[src/rtl/ps2_host_tx.sv]
// PS/2 host-to-device command transmitter: inhibits the bus, issues the start
// request, then shifts one byte + odd parity + stop on device clock edges and checks the ack.
module ps2_host_tx #(
    parameter int INHIBIT_CYCLES = 5000,
    parameter int TIMEOUT_CYCLES = 750000,
    parameter int FILTER_LEN     = 8
) (
    input  logic       clk,
    input  logic       reset,
    input  logic       txStart,
    input  logic [7:0] txByte,
    input  logic       ps2ClkIn,
    input  logic       ps2DataIn,
    output logic       ps2ClkOe,
    output logic       ps2DataOe,
    output logic       busy,
    output logic       txDone,
    output logic       txError
);

    localparam int CNT_MAX = (INHIBIT_CYCLES > TIMEOUT_CYCLES) ? INHIBIT_CYCLES : TIMEOUT_CYCLES;
    localparam int CNT_W   = $clog2(CNT_MAX + 1);
    localparam int FLT_W   = $clog2(FILTER_LEN + 1);
    localparam logic [CNT_W-1:0] INH_LAST = CNT_W'(INHIBIT_CYCLES - 1);
    localparam logic [CNT_W-1:0] TO_LAST  = CNT_W'(TIMEOUT_CYCLES - 1);
    localparam logic [FLT_W-1:0] FLT_LAST = FLT_W'(FILTER_LEN - 1);

    typedef enum logic [2:0] {
        ST_IDLE, ST_INHIBIT, ST_REQ, ST_SEND, ST_WAIT_ACK, ST_WAIT_IDLE, ST_DONE, ST_ERROR
    } state_t;

    function automatic logic odd_parity(input logic [7:0] b);
        return ~^b;
    endfunction

    state_t           state_q, state_d;
    logic [CNT_W-1:0] cnt_q, cnt_d;
    logic [3:0]       bit_cnt_q, bit_cnt_d;
    logic [9:0]       frame_q, frame_d;
    logic [1:0]       clk_sync_q, data_sync_q;
    logic [FLT_W-1:0] filt_cnt_q, filt_cnt_d;
    logic             clk_filt_q, clk_filt_d;
    logic             fall_edge_q, fall_edge_d;
    logic             clk_oe_q, clk_oe_d;
    logic             data_oe_q, data_oe_d;
    logic             busy_q, busy_d;
    logic             done_q, done_d;
    logic             err_q, err_d;

    // Clock-line glitch filter: the filtered level follows only after FILTER_LEN agreeing samples.
    always_comb begin
        clk_filt_d = clk_filt_q;
        filt_cnt_d = '0;
        if (clk_sync_q[1] != clk_filt_q) begin
            if (filt_cnt_q == FLT_LAST) begin
                clk_filt_d = clk_sync_q[1];
            end else begin
                filt_cnt_d = filt_cnt_q + FLT_W'(1);
            end
        end else begin
            filt_cnt_d = '0;
        end
        fall_edge_d = clk_filt_q & ~clk_filt_d;
    end

    // Transfer sequencer; one counter serves both the inhibit period and the device timeout.
    always_comb begin
        state_d   = state_q;
        cnt_d     = cnt_q;
        bit_cnt_d = bit_cnt_q;
        frame_d   = frame_q;
        data_oe_d = data_oe_q;
        done_d    = 1'b0;
        err_d     = 1'b0;
        case (state_q)
            ST_IDLE: begin
                data_oe_d = 1'b0;
                cnt_d     = '0;
                if (txStart) begin
                    frame_d = {1'b1, odd_parity(txByte), txByte};
                    state_d = ST_INHIBIT;
                end else begin
                    state_d = ST_IDLE;
                end
            end
            ST_INHIBIT: begin
                if (cnt_q == INH_LAST) begin
                    cnt_d     = '0;
                    data_oe_d = 1'b1;
                    state_d   = ST_REQ;
                end else begin
                    cnt_d     = cnt_q + CNT_W'(1);
                    data_oe_d = 1'b0;
                end
            end
            ST_REQ: begin
                // Start bit stays driven until the device's first falling edge.
                data_oe_d = 1'b1;
                bit_cnt_d = 4'd0;
                cnt_d     = '0;
                state_d   = ST_SEND;
            end
            ST_SEND: begin
                if (fall_edge_q) begin
                    data_oe_d = ~frame_q[bit_cnt_q];
                    bit_cnt_d = bit_cnt_q + 4'd1;
                    cnt_d     = '0;
                    if (bit_cnt_q == 4'd9) begin
                        state_d = ST_WAIT_ACK;
                    end else begin
                        state_d = ST_SEND;
                    end
                end else if (cnt_q == TO_LAST) begin
                    data_oe_d = 1'b0;
                    err_d     = 1'b1;
                    state_d   = ST_ERROR;
                end else begin
                    cnt_d = cnt_q + CNT_W'(1);
                end
            end
            ST_WAIT_ACK: begin
                data_oe_d = 1'b0;
                if (fall_edge_q) begin
                    cnt_d = '0;
                    if (data_sync_q[1]) begin
                        err_d   = 1'b1;
                        state_d = ST_ERROR;
                    end else begin
                        state_d = ST_WAIT_IDLE;
                    end
                end else if (cnt_q == TO_LAST) begin
                    err_d   = 1'b1;
                    state_d = ST_ERROR;
                end else begin
                    cnt_d = cnt_q + CNT_W'(1);
                end
            end
            ST_WAIT_IDLE: begin
                data_oe_d = 1'b0;
                if (clk_filt_q && data_sync_q[1]) begin
                    done_d  = 1'b1;
                    state_d = ST_DONE;
                end else if (cnt_q == TO_LAST) begin
                    err_d   = 1'b1;
                    state_d = ST_ERROR;
                end else begin
                    cnt_d = cnt_q + CNT_W'(1);
                end
            end
            ST_DONE: begin
                data_oe_d = 1'b0;
                state_d   = ST_IDLE;
            end
            ST_ERROR: begin
                data_oe_d = 1'b0;
                state_d   = ST_IDLE;
            end
            default: begin
                data_oe_d = 1'b0;
                state_d   = ST_IDLE;
            end
        endcase
        clk_oe_d = (state_d == ST_INHIBIT) || (state_d == ST_REQ);
        busy_d   = (state_d != ST_IDLE);
    end

    // State, synchronizers and registered outputs; reset releases both lines on the next cycle.
    always_ff @(posedge clk) begin
        if (!reset) begin
            state_q     <= ST_IDLE;
            cnt_q       <= '0;
            bit_cnt_q   <= 4'd0;
            frame_q     <= 10'd0;
            clk_sync_q  <= 2'b11;
            data_sync_q <= 2'b11;
            filt_cnt_q  <= '0;
            clk_filt_q  <= 1'b1;
            fall_edge_q <= 1'b0;
            clk_oe_q    <= 1'b0;
            data_oe_q   <= 1'b0;
            busy_q      <= 1'b0;
            done_q      <= 1'b0;
            err_q       <= 1'b0;
        end else begin
            state_q     <= state_d;
            cnt_q       <= cnt_d;
            bit_cnt_q   <= bit_cnt_d;
            frame_q     <= frame_d;
            clk_sync_q  <= {clk_sync_q[0], ps2ClkIn};
            data_sync_q <= {data_sync_q[0], ps2DataIn};
            filt_cnt_q  <= filt_cnt_d;
            clk_filt_q  <= clk_filt_d;
            fall_edge_q <= fall_edge_d;
            clk_oe_q    <= clk_oe_d;
            data_oe_q   <= data_oe_d;
            busy_q      <= busy_d;
            done_q      <= done_d;
            err_q       <= err_d;
        end
    end

    assign ps2ClkOe  = clk_oe_q;
    assign ps2DataOe = data_oe_q;
    assign busy      = busy_q;
    assign txDone    = done_q;
    assign txError   = err_q;

endmodule

[config.mk]
export PLATFORM = sky130hd
export DESIGN_NAME = ps2_host_tx
export DESIGN_NICKNAME = d
export VERILOG_FILES = /design/src/rtl/ps2_host_tx.sv
export SDC_FILE = /design/constraint.sdc
export NUM_CORES = 1
export LEC_CHECK = 0
export ABC_AREA = 1
export BUFFER_PORTS_ARGS = -buffer_cell sky130_fd_sc_hd__buf_2
export CELL_PAD_IN_SITES_DETAIL_PLACEMENT = 1
export CELL_PAD_IN_SITES_GLOBAL_PLACEMENT = 1
export CORE_ASPECT_RATIO = 1.25
export CORE_MARGIN = 3
export CORE_UTILIZATION = 44
export CTS_CLUSTER_DIAMETER = 100
export DETAILED_ROUTE_END_ITERATION = 10
export MAX_ROUTING_LAYER = met4
export PLACE_DENSITY_LB_ADDON = 0.1
export REMOVE_ABC_BUFFERS = 1
export SYNTH_ARGS = -nofsm -noshare
export SYNTH_HDL_FRONTEND = slang
export SYNTH_SLANG_ARGS = --single-unit
[constraint.sdc]
create_clock -name clk -period 2.2 [get_ports clk]
set_input_delay 0.22 -clock clk [delete_from_list [all_inputs] [get_ports clk]]
set_output_delay 0.22 -clock clk [all_outputs]
set_load 0.03 [all_outputs]
Word level (Yosys, flattened, before mapping)
Index checks and enable logic that the tools add are counted.
{ "totals": {"regBits": 52, "input_bits": 13, "output_inout_bits": 5, "word_cells": 87} }
{ "op_classes": {"add_sub_neg": 3, "order_cmp": 1, "n_eq_ne": 17, "muxes": 31, "bitwise": 5, "reduce_logical": 16} }
{ "ops": {"columns": ["op", "n"], "rows": [
  ["20-bit 2-to-1 mux", 4],
  ["20-bit one-hot mux with 4 select lines", 1],
  ["3-bit one-hot mux with 7 select lines", 1],
  ["20-bit by 1-bit adder with 20-bit output, second input constant", 1],
  ["20-bit by 13-bit == test with 1-bit output, second input constant", 1],
  ["20-bit == test, second input constant", 1],
  ["3-bit 2-to-1 mux", 6],
  ["1-bit 2-to-1 mux", 13],
  ["3-bit == test, second input constant", 4],
  ["3-bit by 2-bit == test with 1-bit output, second input constant", 3],
  ["4-bit by 1-bit adder with 4-bit output, second input constant", 2],
  ["4-bit one-hot mux with 2 select lines", 1],
  ["2-bit AND reduction", 4],
  ["8-bit XNOR reduction", 1],
  ["3-bit by 1-bit == test with 1-bit output, second input constant", 2],
  ["2-bit OR reduction", 3],
  ["4-bit by 5-bit < comparator with 1-bit output, second input constant", 1],
  ["5-bit OR reduction", 1],
  ["1-bit binary-select mux with 4-bit select", 1],
  ["4-bit by 3-bit == test with 1-bit output, second input constant", 1],
  ["4-bit == test, second input constant", 1],
  ["4-bit 2-to-1 mux", 1],
  ["2-bit inequality test, second input constant", 2],
  ["1-bit NOT", 4],
  ["13 further kinds", 13]
]} }

Depth between registers and ports, before layout
Gate-level depths: netlist (run 1).
{ "depth": {"ltp_word": 6, "mapped_depth": 14, "mapped_depth_nobuf": 14} }

Worst setup path before layout (run 1)
OpenSTA, ideal clock, no wires.
{ "synth_path": {"path_type": "flip-flop to flip-flop", "from": "register cnt_q[0]", "to": "register cnt_q[9]", "setup_time_ns": 0.109, "arrival_time_ns": 1.484, "t_required_ns": 2.091, "slack_ns": 0.607, "stages_incl_launch_ff": 15, "path_buffers": 0, "period_less_slack_ns": 1.593, "cell_sequence": "dfxtp_1 ha_1 nand2_1 inv_1 nand2_1 nor2_1 nand3_1 nand2_2 nand2_4 inv_4 nand2_4 nand3_1 nand2_1 nand2_1 inv_1"} }
{ "synth_via": {"elab_chain_len": 4, "word_cells_on_any_way": 8, "cone_classes": "1 x add/sub; 2 x eq/ne; 5 x mux"} }
{ "synth_rtl": {"columns": ["item", "line", "source"], "rows": [
  ["start: declaration", "37", "logic [CNT_W-1:0] cnt_q, cnt_d;"],
  ["start signal: assignment", "186", "cnt_q <= cnt_d;"],
  ["20-bit by 1-bit adder with 20-bit output or 20-bit == test (tied branches)", null, null],
  ["20-bit 2-to-1 mux", "113, 131, 143", null],
  ["20-bit 2-to-1 mux, on equally long branches", "140, 123", null],
  ["20-bit one-hot mux with 4 select lines (*)", "75", "case (state_q)"]
]} }
Every way passes the cells marked *; elsewhere a longest branch is shown, timed or not. The select of a mux whose other input is x is not followed.
A chain may end at the register's enable or synchronous reset.

Worst setup path in the final report (run 1)
{ "layout_path": {"from": "register cnt_q[0]", "to": "register cnt_q[12]"} }
Same word-level chain as after synthesis.

==> results of run 1 <==
-- final cells by class --
class | count | area share, %
clock buffer | 5 | 2.10
clock inverter | 3 | 1.41
inverter | 57 | 6.62
multi-input combinational | 312 | 50.8
sequential | 52 | 31.8
tap | 85 | 3.25
timing repair buffer | 23 | 3.98
-- stage by stage --
stage	instances	instance area, um2	util [%]
after global placement	529	3160	49.9
after floorplan	421	2920	-
after detailed placement	529	3160	49.9
after CTS	537	3270	51.7
final	537	3270	51.7
after global routing	537	3270	51.7
-- metal layers --
metal / up-vias / wire length, um / part of all wire (%) / global-route usage, %
met4: 0 / 163 / 2.0 / 6.75
met1: 1297 / 3480 / 42 / 26.4
li1: 1423 / - / - / -
met3: 15 / 221 / 2.7 / 3.34
met5: - / 0 / 0 / -
met2: 57 / 4380 / 53 / 42.3
-- cell usage after synthesis, types with 4 or more instances --
master / n
nand2_1: 89
nor2_1: 55
dfxtp_1: 52
inv_1: 45
a21oi_1: 31
nand3_1: 30
o21ai_0: 16
nand4_1: 12
inv_2: 10
nor3_1: 9
nand2_2: 8
nor2_4: 8
xnor2_1: 8
clkbuf_1: 6
nand2_4: 5
or2_2: 5
ha_1: 4
o21ai_1: 4
xor2_1: 4
-- kinds of logic (layout without fill, tap and decap cells) --
group,after synthesis,in the layout
XOR/XNOR,12,12
AO/OA/AOI/OAI,64,64
flip-flops,52,52
AND/OR/NAND/NOR,232,232
adder cells (fa/ha/maj),4,4
buffers and inverters,64,88
-- worst reg2reg max path: stages (launching register included) --
cell and delay, ps:
dfxtp_1 390, ha_1 240, nand2_1 100, inv_1 140, nand2_1 70, nor2_1 100, nand3_1 110, nand2_2 110
nand2_4 90, inv_4 150, nand2_4 80, o21ai_0 130, nor3_1 90
-- worst min path at each step --
| stage | endpoint | slack, ps | cells after the start |
|---|---|---|---|
| CTS | clk_sync_q[0] | 90 | 2 |
| global route | data_sync_q[0] | 90 | 2 |
| finish | data_sync_q[0] | 100 | 2 |
| detailed placement | clk_sync_q[1] | 400 | 1 |
| floorplan | ps2DataOe | 320 | 2 |
| global placement | data_sync_q[1] | 390 | 1 |
-- flip-flops by register name (all words and copies together) (netlist names) --
| register | cells |
|---|---|
| cnt_q | 20 |
| ps2ClkOe | 1 |
| clk_sync_q | 2 |
| fall_edge_q | 1 |
| txDone | 1 |
| filt_cnt_q | 4 |
| clk_filt_q | 1 |
| ps2DataOe | 1 |
| bit_cnt_q | 4 |
| busy | 1 |
| frame_q | 10 |
| data_sync_q | 2 |
| txError | 1 |
| state_q | 3 |
-- power groups by stage --
stage               Sequential [uW]  Clock [uW]  Combinational (uW)
floorplan                      1000           0                 111
global placement               1000           0                 171
detailed placement             1000           0                 174
CTS                             980         703                 174
global route                    984         744                 193
finish                          980         686                 172
==> flow_summary.toml, run 1 <==
[run_status]
status = "finished, final reports clean"

[route]
vias = 2792
drt-pass1-iter-count = 4
wl_per_cell_um = 15.4
viasPerCell = 5.20
drcViolationCount = 0
antenna_left = 0
first_iter_violations = 118
routed_wl_mm = 8.25

[power]
fin_total_pwr_uw = 1840
pwr-share-comb_pct = 9.3
leakage_uw = 0.00135
ir_worst_vdd_mv = 0.432
power_switching_share_pct = 25.2
p_seq_share_pct = 53.3
p_per_area_nw_per_um2 = 562
p_int_uw = 1380
switchingPower_uw = 463
clkPwrFrac_pct = 37.3

[yosys]
yosys.area_share.simple_pct = 38.4
yosys_register_bits = 52
async_flop_share_pct = 0
yosysSeqAreaShare_pct = 35.3
synth_top_area_share_pct = 35.3
synth_area_leaders = "dfxtp_1, nand2_1, nor2_1"
synth_top_family_by_area = "simple AND/OR/NAND/NOR gates"
synth_xor_area_share_pct = 3.57
synth_ff_type = "dfxtp_1"
synth_warnings = 0
synthAdderAreaFrac_pct = 1.70
yosysTopAreaCell = "dfxtp_1"
syn_area_per_cell_um2 = 6.89
netlist_instances = 428
syn_area_um2 = 2950
yosys-mux-area-fraction_pct = 0
synth_compound_area_share_pct = 12.7
synth-edff-count = 0
ys_types = 38

[sta]
finalSetupViolCount = 0
maxSlewHeadroom_pct = 69.7
tightestPinTransition_ps = 450
finalHoldViolCount = 0
rsz0062_at_grt = "false"
clock_skew_ps = 5.13
slew_viol_final = 0
max_freq_mhz = 519
finalCritPeriodShare_pct = 87.6
final.setup.tns_ps = 0
post-route-min-period_ps = 1930
setup_slack_ps = 273
fin_hold_ws_ps = 97.7

[place]
hpwl_mm = 6.60
io_buffer_count = 17
routabilityCongestion = 0.996
pre_cts_ws_ps = 269

[setup_path]
endpoint = "cnt_q[12]"
cp_cell_sequence = "ha_1 > nand2_1 > inv_1 > nand2_1 > nor2_1 > nand3_1 > nand2_2 > nand2_4 > inv_4 > nand2_4 > o21ai_0 > nor3_1"
crit_start = "cnt_q[0]"
cp_slowest_cell = "dfxtp_1"
cp.required_ps = 2390
crit_path_start_kind = "flop"
crit_family = "simple AND/OR/NAND/NOR gates"
r2r_slack_ps = 270
crit_cells = 12
crit_buf_inv = 2
crit_fanout = 6
critPathArrivalTime_ps = 2120
r2r_end = "cnt_q[12]"
end_kind = "flop"
crit_type = "reg2reg"
rr_worst_depth = 12
rr_startpoint = "cnt_q[0]"
slowest_delay_ps = 390

[clock_network]
cts_max_level = 2
cts.sinks = 52
cts_inserted_buffers = 5
cts_tree = "yes"
cts_buffer_depth = 2
cts_setup_buffers = 0
cts_resized = 0
clkLatencyLatePin_ps = 310
cts_hold_buffers = 0
clkSlewWorstSetupHoldPaths_ps = 100
cts_root_buffer = "clkbuf_8"

[final_layout]
synthToLayoutAreaGrowth_pct = 11.0
final_cell_mix = "nand2_1, nor2_1, dfxtp_1, inv_1, a21oi_1"
ff_latch_area_um2 = 1040
fill_cells = 871
final_common_cell = "nand2_1"
finish.net_count = 468
multiInputGateArea_um2 = 1660
antenna_cells = 0
drive_gt1_share_pct = 17.7

[global_routing]
overflow = 0
grt_pass1_wl_mm = 14.0
grt_pass1_vias = 2862
grt_max_degree = 24
grt_usage_pct = 23.4
grt_antenna_before_repair = 0

[floorplanning]
start_util_pct = 46.6
io_pins = 18
rows = 32
fp.dieW_um = 79.2
die-area_um2 = 7720
core_area_um2 = 6330
die-height_um = 97.5

[min_path]
hold_class = "in2reg"
min_from = "ps2DataIn"

[run]
drv_cap = 0
No activity file was read; power rests on OpenSTA's default activity.
==> run 2: changes to the inputs <==
--- a/config.mk
+++ b/config.mk
@@ -11,7 +11,7 @@
 export CELL_PAD_IN_SITES_GLOBAL_PLACEMENT = 1
 export CORE_ASPECT_RATIO = 1.25
 export CORE_MARGIN = 3
-export CORE_UTILIZATION = 44
+export CORE_UTILIZATION = 40
 export CTS_CLUSTER_DIAMETER = 100
 export DETAILED_ROUTE_END_ITERATION = 10
 export MAX_ROUTING_LAYER = met4
==> run 2 against run 1 <==
Core utilization down 5.6 points. Fmax grew 1.5%. Clock-buffer cell count stayed put. Largest power group unchanged. Worst hold slack got worse by 11 ps. Routed wire length grew 0.34%. Total power is 5.6% lower. Clock skew up 1.6 ps.
==> flow_summary.toml, run 2 (same netlist as run 1, synthesis figures left out) <==
[power]
ir_worst_vdd_mv = 0.298
leakage_uw = 0.00134
p_per_area_nw_per_um2 = 533

[run]
drv_cap = 0

[clock_network]
cts_hold_buffers = 0
cts_tree = "yes"
cts_max_level = 2
clkLatencyLatePin_ps = 310
clkSlewWorstSetupHoldPaths_ps = 110
cts.sinks = 52
cts_resized = 0
cts_root_buffer = "clkbuf_8"
cts_setup_buffers = 0
cts_buffer_depth = 2
cts_inserted_buffers = 5

[final_layout]
finish.net_count = 468
design_area_um2 = 3250
antenna_cells = 0
ff_latch_area_um2 = 1040
multiInputGateArea_um2 = 1660
top_register = "cnt_q"
synthToLayoutAreaGrowth_pct = 10.4
largest_reg_flops = 20
drive_gt1_share_pct = 17.7
largestRegisters = "cnt_q x20, frame_q x10"
final_common_cell = "nand2_1"
fill_cells = 963
final_cell_mix = "nand2_1, nor2_1, dfxtp_1, inv_1, a21oi_1"

[route]
first_iter_violations = 56
drcViolationCount = 0
antenna_left = 0
viasPerCell = 5.22
drt-pass1-iter-count = 4
wl_per_cell_um = 15.3
routed_wl_mm = 8.27
vias = 2830

[place]
hpwl_mm = 6.53
io_buffer_count = 17
placed_area_um2 = 3160
routabilityCongestion = 0.973

[setup_path]
crit_path_start_kind = "flop"
crit_buf_inv = 3
cp.required_ps = 2430
end_kind = "flop"
cpMostUsedCell = "nand2_1"
crit_fanout = 6
cp_cell_sequence = "ha_1 > nand2_1 > inv_1 > nand2_1 > nor2_1 > nand3_1 > nand2_2 > nand2_4 > inv_4 > nand2_4 > nand3_1 > nand2_1 > nand2_1 > inv_1"
critPathArrivalTime_ps = 2130
cp_slowest_cell = "dfxtp_1"
crit_family = "simple AND/OR/NAND/NOR gates"
slowest_delay_ps = 390
crit_type = "reg2reg"

[sta]
post-route-min-period_ps = 1900
finalHoldViolCount = 0
finalSetupViolCount = 0
tightestPinTransition_ps = 477
finalCritPeriodShare_pct = 86.3
rsz0062_at_grt = "false"
final.setup.tns_ps = 0
slew_viol_final = 0
maxSlewHeadroom_pct = 67.9
max_freq_mhz = 527
clock_skew_ps = 6.70

[floorplanning]
die-height_um = 102
core_area_um2 = 7060
start_util_pct = 41.7
die-area_um2 = 8440
io_pins = 18
fp.dieW_um = 82.8
rows = 34

[global_routing]
overflow = 0
grt_max_degree = 24
grt_usage_pct = 22.1
grt_pass1_vias = 2921
grt_pass1_wl_mm = 13.9
grt_antenna_before_repair = 0

[min_path]
hold_class = "in2reg"

[run_status]
status = "finished, final reports clean"
==> run 2: cell count changes in the layout (fill, tap and decap cells not counted), sizes merged <==
cell,before,now
clkinv,1,3
clkinvlp,1,0
bufinv,1,0
==> run 2: cell type report <==
cell class              instances  share of cell area, %
clock buffers                   5                   2.11
well taps                      90                   3.46
repair buffers                 23                   4.00
clock inverters                 3                  0.692
inverters                      57                   6.65
multi-input cells             312                   51.1
flip-flops and latches         52                   32.0
==> run 2: path summary, 6_finish.rpt <==
path,start,to,slack (ps),depth (start not counted)
worst max-delay path,cnt_q[0],cnt_q[9],300,14
worst min-delay path,ps2ClkIn,clk_sync_q[0],90,2
worst max register to register,cnt_q[0],cnt_q[9],300,14
worst min register to register,data_sync_q[0],data_sync_q[1],420,1
==> run 2: where the power goes <==
group	switching (uW)	internal [uW]
Sequential	12.9	967
Combinational	110	64.9
Clock	352	229
==> run 2: through the flow <==
step | hold WS (ps) | setup WS, ps | total power [uW] | cells | util [%]
2_1_floorplan | 318 | 607 | 1120 | 421 | -
3_3_place_gp | 395 | 358 | 1170 | 534 | 44.8
3_5_place_dp | 400 | 321 | 1180 | 534 | 44.8
4_1_cts | 77.8 | 280 | 1760 | 542 | 46.1
5_1_grt | 83.7 | 50.8 | 1810 | 542 | 46.1
6_report | 86.4 | 301 | 1740 | 542 | 46.1
==> run 2: routing by layer <==
layer / routed length (um) / track usage (%) / share of wire, %
met5: 0 / - / 0
met4: 261 / 8.68 / 3.2
met3: 192 / 3.26 / 2.3
met2: 4330 / 38.7 / 52
met1: 3490 / 24.9 / 42
==> run 3: changes to the inputs <==
==> constraint.sdc (replaced) <==
create_clock -name clk -period 2.05 [get_ports clk]
set_input_delay 0.205 -clock clk [delete_from_list [all_inputs] [get_ports clk]]
set_output_delay 0.205 -clock clk [all_outputs]
set_load 0.03 [all_outputs]
==> run 3 against run 2 <==
Combinational power up 6%. Clock skew up 1.2 ps. Via count up 1.2%. Worst setup slack worse by 110 ps. Global-route usage up 0.70 points. Total power up 7.2%. Routed wire length up 1.1%. Flip-flop and latch count unchanged. Critical path type unchanged. Fmax up 1.9%. Non-clock buffer count up 5. Design area up 1.3%. Register-to-register slack worse by 110 ps.
==> flow_summary.toml, run 3 (same netlist as run 1, synthesis figures left out) <==
[setup_path]
rr_startpoint = "cnt_q[0]"
end_kind = "flop"
crit_buf_inv = 3
crit_fanout = 6
crit_type = "reg2reg"
cp.required_ps = 2270
crit_path_start_kind = "flop"
crit_start = "cnt_q[0]"
cpMostUsedCell = "nand2_1"
critPathArrivalTime_ps = 2080
slowest_delay_ps = 370
cp_cell_sequence = "ha_2 > nand2_1 > inv_2 > nand2_1 > nor2_1 > nand3_1 > nand2_2 > nand2_4 > inv_4 > nand2_4 > nand3_1 > nand2_1 > nand2_1 > inv_1"
cp_slowest_cell = "dfxtp_2"
crit_family = "simple AND/OR/NAND/NOR gates"

[global_routing]
grt_pass1_wl_mm = 14.5
grt_pass1_vias = 3066
overflow = 0
grt_antenna_before_repair = 0
grt_max_degree = 24
grt_usage_pct = 22.8

[sta]
max_freq_mhz = 537
rsz0062_at_grt = "false"
maxSlewHeadroom_pct = 73.3
slew_viol_final = 0
post-route-min-period_ps = 1860
setup_slack_ps = 187
finalSetupViolCount = 0
final.setup.tns_ps = 0
finalHoldViolCount = 0
finalCritPeriodShare_pct = 90.9
tightestPinTransition_ps = 398
clock_skew_ps = 7.86

[power]
power_switching_share_pct = 27.2
fin_total_pwr_uw = 1860
switchingPower_uw = 506
p_per_area_nw_per_um2 = 564
leakage_uw = 0.00136
ir_worst_vdd_mv = 0.326
pwr-share-comb_pct = 10.0
clkPwrFrac_pct = 33.5
p_seq_share_pct = 56.5
p_int_uw = 1350

[final_layout]
finish.net_count = 473
final_cell_mix = "nand2_1, nor2_1, dfxtp_1, inv_1, a21oi_1"
largest_reg_flops = 20
largestRegisters = "cnt_q x20, frame_q x10"
design_area_um2 = 3300
drive_gt1_share_pct = 19.5
antenna_cells = 0
top_register = "cnt_q"
final_common_cell = "nand2_1"
synthToLayoutAreaGrowth_pct = 11.8

[clock_network]
clkLatencyLatePin_ps = 310
clkSlewWorstSetupHoldPaths_ps = 100
cts_root_buffer = "clkbuf_8"
cts_setup_buffers = 0
cts_tree = "yes"
cts_max_level = 2
cts.sinks = 52
cts_hold_buffers = 0
cts_inserted_buffers = 5
cts_buffer_depth = 2
cts_resized = 0

[place]
pre_cts_ws_ps = 155
routabilityCongestion = 0.972
placed_area_um2 = 3200
hpwl_mm = 6.70
io_buffer_count = 17

[route]
routed_wl_mm = 8.37
drt-pass1-iter-count = 4
antenna_left = 0
drcViolationCount = 0
vias = 2865
first_iter_violations = 98
viasPerCell = 5.24
wl_per_cell_um = 15.3

[floorplanning]
core_area_um2 = 7060
rows = 34
die-height_um = 102
die-area_um2 = 8440
fp.dieW_um = 82.8
io_pins = 18
start_util_pct = 41.7

[min_path]
min_from = "ps2DataIn"
hold_class = "in2reg"

[run_status]
status = "finished, final reports clean"

[run]
drv_cap = 0
run 3: cell count changes in the layout (fill, tap and decap cells not counted):
cell     before  now
buf_4         6   11
ha_1          4    3
dfxtp_2       0    2
o21ai_0      16   15
dfxtp_1      52   50
o21ai_1       4    5
inv_2        10   11
inv_1        45   44
ha_2          0    1
run 3: worst paths after layout:
| path | end | slack, ps | cells after the start |
|---|---|---|---|
| min reg2reg | clk_sync_q[1] | 430 | 1 |
| max | cnt_q[9] | 190 | 14 |
| min | data_sync_q[0] | 80 | 2 |
| max reg2reg | cnt_q[9] | 190 | 14 |
run 3: final cells by class:
class | count | area [um2]
Timing Repair Buffer | 28 | 168
Tap cell | 90 | 113
Inverter | 57 | 216
Multi-Input combinational cell | 312 | 1670
Sequential cell | 52 | 1040
Clock inverter | 3 | 22.5
Fill cell | 969 | 3760
Clock buffer | 5 | 68.8
run 3: worst reg2reg max path, delay by kind of cell, from the launching register on:
family                     cells  cell delay (ps)
and+or+nand+nor               10              910
DFF                            1              370
buffers and inverters          3              270
adders and majority gates      1              210
run 3: routing by layer:
layer | global-route usage [%] | part of all wire, % | up-vias
met2 | 40.4 | 52 | 50
met3 | 2.38 | 2.0 | 21
met4 | 9.06 | 3.2 | 0
met1 | 25.8 | 42 | 1354
met5 | - | 0 | -
li1 | - | - | 1440
run 3: power groups by stage:
stage	combinational (uW)	clock, uW	sequential (uW)
2_1_floorplan	119	0	1080
3_3_place_gp	183	0	1070
3_5_place_dp	187	0	1070
4_1_cts	188	654	1050
5_1_grt	212	686	1060
6_report	186	623	1050
run 3: metrics by stage:
stage / cells / utilization (%) / hold WS (ps)
CTS: 547 / 46.6 / 63.1
global placement: 539 / 45.3 / 389
global route: 547 / 46.7 / 77.5
finish: 547 / 46.7 / 79.3
floorplan: 421 / - / 303
detailed placement: 539 / 45.3 / 394
